## src/rtl/booth8_prep_stage.sv

```systemverilog
// Radix-8 Booth digit prep stage: encodes mx into per-group one-hot digits,
// precomputes 3*my, and buffers entries in a 2-deep in-order skid buffer.
// Optional: define BOOTH8_PREP_ZERO_FLAG_EN to add the out_zero port.
module booth8_prep_stage #(
  parameter int WIDTH = 8
) (
  input  logic                CLK,
  input  logic                RST,
  input  logic                in_valid,
  output logic                in_ready,
  input  logic [WIDTH-1:0]    mx,
  input  logic [WIDTH-1:0]    my,
  output logic                out_valid,
  input  logic                out_ready,
  output logic [(WIDTH>>2):0] s,
  output logic [(WIDTH>>2):0] d,
  output logic [(WIDTH>>2):0] t,
  output logic [(WIDTH>>2):0] q,
  output logic [(WIDTH>>2):0] n,
  output logic [WIDTH-1:0]    my_o,
`ifdef BOOTH8_PREP_ZERO_FLAG_EN
  output logic                out_zero,
`endif
  output logic [WIDTH+1:0]    tmy
);

  localparam int GROUPS = (WIDTH >> 2) + 1;
  localparam int XW     = 3 * GROUPS + 1;

  typedef struct packed {
    logic [GROUPS-1:0] s;
    logic [GROUPS-1:0] d;
    logic [GROUPS-1:0] t;
    logic [GROUPS-1:0] q;
    logic [GROUPS-1:0] n;
    logic [WIDTH-1:0]  my;
    logic [WIDTH+1:0]  tmy;
`ifdef BOOTH8_PREP_ZERO_FLAG_EN
    logic              zero;
`endif
  } entry_t;

  typedef enum logic [1:0] {EMPTY, ONE, FULL} state_t;

  state_t        state_q;
  entry_t        enc_d;
  entry_t        head_q;
  entry_t        skid_q;
  logic          in_ready_q;
  logic          out_valid_q;
  logic [XW-1:0] x_ext;
  logic [3:0]    win;
  logic          push;
  logic          pop;

  // x_ext[0] is the implicit x[-1]; bit i+1 holds x[i], zero above mx.
  always_comb begin
    enc_d = '0;
    win   = '0;
    x_ext = {{(XW-WIDTH-1){1'b0}}, mx, 1'b0};
    for (int k = 0; k < GROUPS; k++) begin
      win = x_ext[3*k +: 4];
      case (win)
        4'b0001, 4'b0010: enc_d.s[k] = 1'b1;
        4'b1101, 4'b1110: begin enc_d.s[k] = 1'b1; enc_d.n[k] = 1'b1; end
        4'b0011, 4'b0100: enc_d.d[k] = 1'b1;
        4'b1011, 4'b1100: begin enc_d.d[k] = 1'b1; enc_d.n[k] = 1'b1; end
        4'b0101, 4'b0110: enc_d.t[k] = 1'b1;
        4'b1001, 4'b1010: begin enc_d.t[k] = 1'b1; enc_d.n[k] = 1'b1; end
        4'b0111:          enc_d.q[k] = 1'b1;
        4'b1000:          begin enc_d.q[k] = 1'b1; enc_d.n[k] = 1'b1; end
        default:          ;
      endcase
    end
    enc_d.my  = my;
    enc_d.tmy = {2'b00, my} + {1'b0, my, 1'b0};
`ifdef BOOTH8_PREP_ZERO_FLAG_EN
    enc_d.zero = (mx == '0) || (my == '0);
`endif
  end

  assign push = in_valid & in_ready_q;
  assign pop  = out_valid_q & out_ready;

  // head_q drives the outputs directly; skid_q only fills while head stalls.
  always_ff @(posedge CLK) begin
    if (RST) begin
      state_q     <= EMPTY;
      head_q      <= '0;
      skid_q      <= '0;
      in_ready_q  <= 1'b0;
      out_valid_q <= 1'b0;
    end else begin
      case (state_q)
        EMPTY: begin
          in_ready_q <= 1'b1;
          if (push) begin
            head_q      <= enc_d;
            out_valid_q <= 1'b1;
            state_q     <= ONE;
          end
        end
        ONE: begin
          case ({push, pop})
            2'b10: begin
              skid_q     <= enc_d;
              in_ready_q <= 1'b0;
              state_q    <= FULL;
            end
            2'b01: begin
              out_valid_q <= 1'b0;
              state_q     <= EMPTY;
            end
            2'b11:   head_q <= enc_d;
            default: ;
          endcase
        end
        FULL: begin
          if (pop) begin
            head_q     <= skid_q;
            in_ready_q <= 1'b1;
            state_q    <= ONE;
          end
        end
        default: begin
          state_q     <= EMPTY;
          in_ready_q  <= 1'b0;
          out_valid_q <= 1'b0;
        end
      endcase
    end
  end

  assign in_ready  = in_ready_q;
  assign out_valid = out_valid_q;
  assign s         = head_q.s;
  assign d         = head_q.d;
  assign t         = head_q.t;
  assign q         = head_q.q;
  assign n         = head_q.n;
  assign my_o      = head_q.my;
  assign tmy       = head_q.tmy;
`ifdef BOOTH8_PREP_ZERO_FLAG_EN
  assign out_zero  = head_q.zero;
`endif

endmodule

```

## config.mk

```make
export PLATFORM = sky130hd
export DESIGN_NAME = booth8_prep_stage
export DESIGN_NICKNAME = d
export VERILOG_FILES = /design/src/rtl/booth8_prep_stage.sv
export SDC_FILE = /design/constraint.sdc
export NUM_CORES = 1
export LEC_CHECK = 0
export ABC_AREA = 1
export BUFFER_PORTS_ARGS = -buffer_cell sky130_fd_sc_hd__buf_2
export CORE_MARGIN = 2
export CORE_UTILIZATION = 50
export CTS_CLUSTER_DIAMETER = 150
export DETAILED_ROUTE_END_ITERATION = 8
export PLACE_DENSITY = 0.75
export SLEW_MARGIN = 10
export SYNTH_ARGS = -nofsm -noshare
export SYNTH_HDL_FRONTEND = slang
export SYNTH_SLANG_ARGS = --single-unit
```

## constraint.sdc

```tcl
create_clock -name CLK -period 1.39 [get_ports CLK]
set_clock_uncertainty 0.05 [all_clocks]
set_input_delay 0.0695 -clock CLK [delete_from_list [all_inputs] [get_ports CLK]]
set_output_delay 0.0695 -clock CLK [all_outputs]
set_load 0.01 [all_outputs]
```

==> impl_metrics.csv <==
group,metric,value,unit
worst_setup_path,crit_chain,"inv_4 > nand2_4 > o21ai_4 > nand2_4 > inv_8 > buf_12 > o21ai_0 > a21oi_1",
timing,post-route-min-period,1.34,ns
place,place_hpwl,5.11,mm
worst_setup_path,required,1.57,ns
yosys,synthSimpleGateAreaFrac,0.237,
die,coreArea,0.00624,mm2
die,initial_core_util,0.509,
cts,path_clk_slew,0.07,ns
worst_setup_path,crit_arrival,1.52,ns
yosys,syn_inst,447,
place,io_buffers,53,
drt,ant_nets,0,
power_and_ir_drop,p_per_area,1130,mW/mm2
global_routing,grt_pass1_wl,13.3,mm
worst_setup_path,path_max_fanout,20,
cts,root_buffer,"clkbuf_8",
drt,drc_errors,0,
die,num_rows,29,
yosys,synth_top_cell_by_area,"dfxtp_1",
timing,maxSlewViolCount,0,
timing,setup_viol,0,
cts,cts.htree.levels,3,
cts,cts_buffers,9,
cts,cts_tree,"done",
worst_setup_path,setup.worst_path.start_class,"flop",
yosys,post_synth_mux_area_share,0,
layout,antenna_cells,0,
place,place_congestion,0.820,
status,status,"complete, no violations",
place,dpl_cell_area,0.00362,mm2
die,die_area,0.00701,mm2
global_routing,grt_max_degree,41,
worst_hold_path,hp-class,"input pin to flop",
die,dieHeight,83.7,um
yosys,synth_fa_ha_area_frac,0.0417,
timing,fin_crit_sh,0.966,
global_routing,grt_util_all_layers,0.230,
yosys,synth.avg_cell_area,7.11,um2
yosys,ys_seq_elements,66,
layout,fin_nets,555,
timing,rsz0062_at_grt,"true",
layout,final_util,0.653,
global_routing,grt_pass1_vias,2956,
global_routing,overflow,0,
yosys,synth_edf_count,0,
cts,cts_buffer_depth,2,
worst_setup_path,crit_path_top_delay_cell,"dfxtp_2",
yosys,ys_seq_area_frac,0.416,
yosys,syn-cell-area,0.00318,mm2
cts,insertion_delay,0.34,ns
yosys,async_reset_ff_frac,0,
yosys,syn-num-nets,477,
timing,hold_viol,0,
layout,drive_above_1_share,0.228,
die,ios,55,
worst_setup_path,crit_top_cell,"nand2_4",
yosys,synth_cell_types,32,
drt,via_per_inst,5.29,
yosys,ys_top_cells_by_count,"nand2_1 (99), dfxtp_1 (66), nor2_1 (65)",
cts,cts.sinks,66,
yosys,synth.top_cell.area_share,0.416,
yosys,synth_top_family_by_area,"simple AND/OR/NAND/NOR gates",
power_and_ir_drop,power,0.00460,W
yosys,synthTopCellsByArea,"dfxtp_1 (42%), nand2_1 (12%), nor2_1 (7.7%), a21oi_1 (6.8%), o21ai_0 (6.0%)",
worst_setup_path,crit_path_max_incr_delay,0.37,ns
drt,dr_total_vias,3214,
yosys,synth_warnings,0,
drt,wire_per_inst,13.6,um
power_and_ir_drop,ir_worst_vdd,0.648,mV
yosys,synth_xor_area_frac,0.0110,
global_routing,antenna_found_initial,0,
drt,wirelength,8.26,mm
layout,design_area,0.00408,mm2
worst_setup_path,worstSetupPathType,"flop to flop",
timing,hold_slack,0.0109,ns
run,max_cap_viol_count,0,
yosys,synth_compound_area_frac,0.196,
timing,tns,0,ns
power_and_ir_drop,p_leak,1.95,nW
timing,fmax,745,MHz
yosys,synthMostInstantiatedCell,"nand2_1",
die,die_w,83.7,um
drt,dr.pass1.iters,4,
layout,syn_to_final_growth,28.4,%
yosys,ys.flop_type,"dfxtp_1",
worst_setup_path,end_kind,"flop",
drt,drt_first_iter_violations,199,
layout make-up:
type | count | area [um2]
timing repair buffer | 94 | 716
sequential | 66 | 1330
inverter | 34 | 145
clock buffer | 14 | 163
multi-input combinational | 320 | 1590
clock inverter | 2 | 35.0
fill | 533 | 2160
tap | 77 | 96.3
worst max-delay path: cells and delay by family, from the launching register on:
family	cells	cell delay, ns
compound gates	3	0.28
buf+inv	3	0.28
flops	1	0.37
simple gates	2	0.23
where the power goes:
part / switching (W) / internal, W
logic: 0.000509 / 0.000398
clock network: 0.000707 / 0.000927
registers: 0.0000637 / 0.00200
sequential cells by signal, summed over array words and instances, names as in the netlist:
register   count
skid_q        31
tmy            9
my_o           8
d              3
q              3
s              3
t              3
n              2
state_q        2
in_ready       1
out_valid      1
metal layers:
metal	GRT usage	vias up	wire (um)
met4	0.103	0	146
met2	0.380	67	3990
met5	0	-	0
met1	0.290	1511	3720
met3	0.0445	15	402
li1	-	1621	-
cells by family after synthesis:
group                      Yosys count
xor gates and xnor gates             4
AOI/OAI and AO/OA                  117
DFF                                 66
buffers and inverters               61
and+or+nand+nor                    188
adders and majority gates           10
other                                1
placed cells by master (no fill, tap or decap), types with 13 or more instances in the layout:
cell type	n
nand2_1	97
nor2_1	63
dfxtp_1	63
buf_2	53
a21oi_1	43
o21ai_0	31
inv_1	29
buf_4	24
o21ai_1	22
a31oi_1	13
metrics by stage:
step / std cells / setup WS, ns
CTS: 602 / 0.00295
finish: 607 / 0.0475
global route: 607 / -0.0635
detailed placement: 577 / -0.244
floorplan: 447 / 0.00605
global placement: 577 / -0.200
final timing paths:
check / start / cells past startpoint / slack, ns / end
min: my[5] / 3 / 0.01 / skid_q[15]
min reg2reg: q[0] / 2 / 0.41 / q[0]
max reg2reg: state_q[0] / 8 / 0.05 / d[0]
max: state_q[0] / 8 / 0.05 / d[0]
timing repair:
item | 4_1_cts | 5_1_grt
pin swaps | 1 | 5
setup buffers | 1 | 2
hold buffers | 8 | 0
endpoints found under the setup margin | 41 | 57
hold endpoints to repair | 8 | 0
gates cloned | 0 | 3
gates resized for setup | 5 | 27
Note: power is estimated with default switching activity, not from simulation.
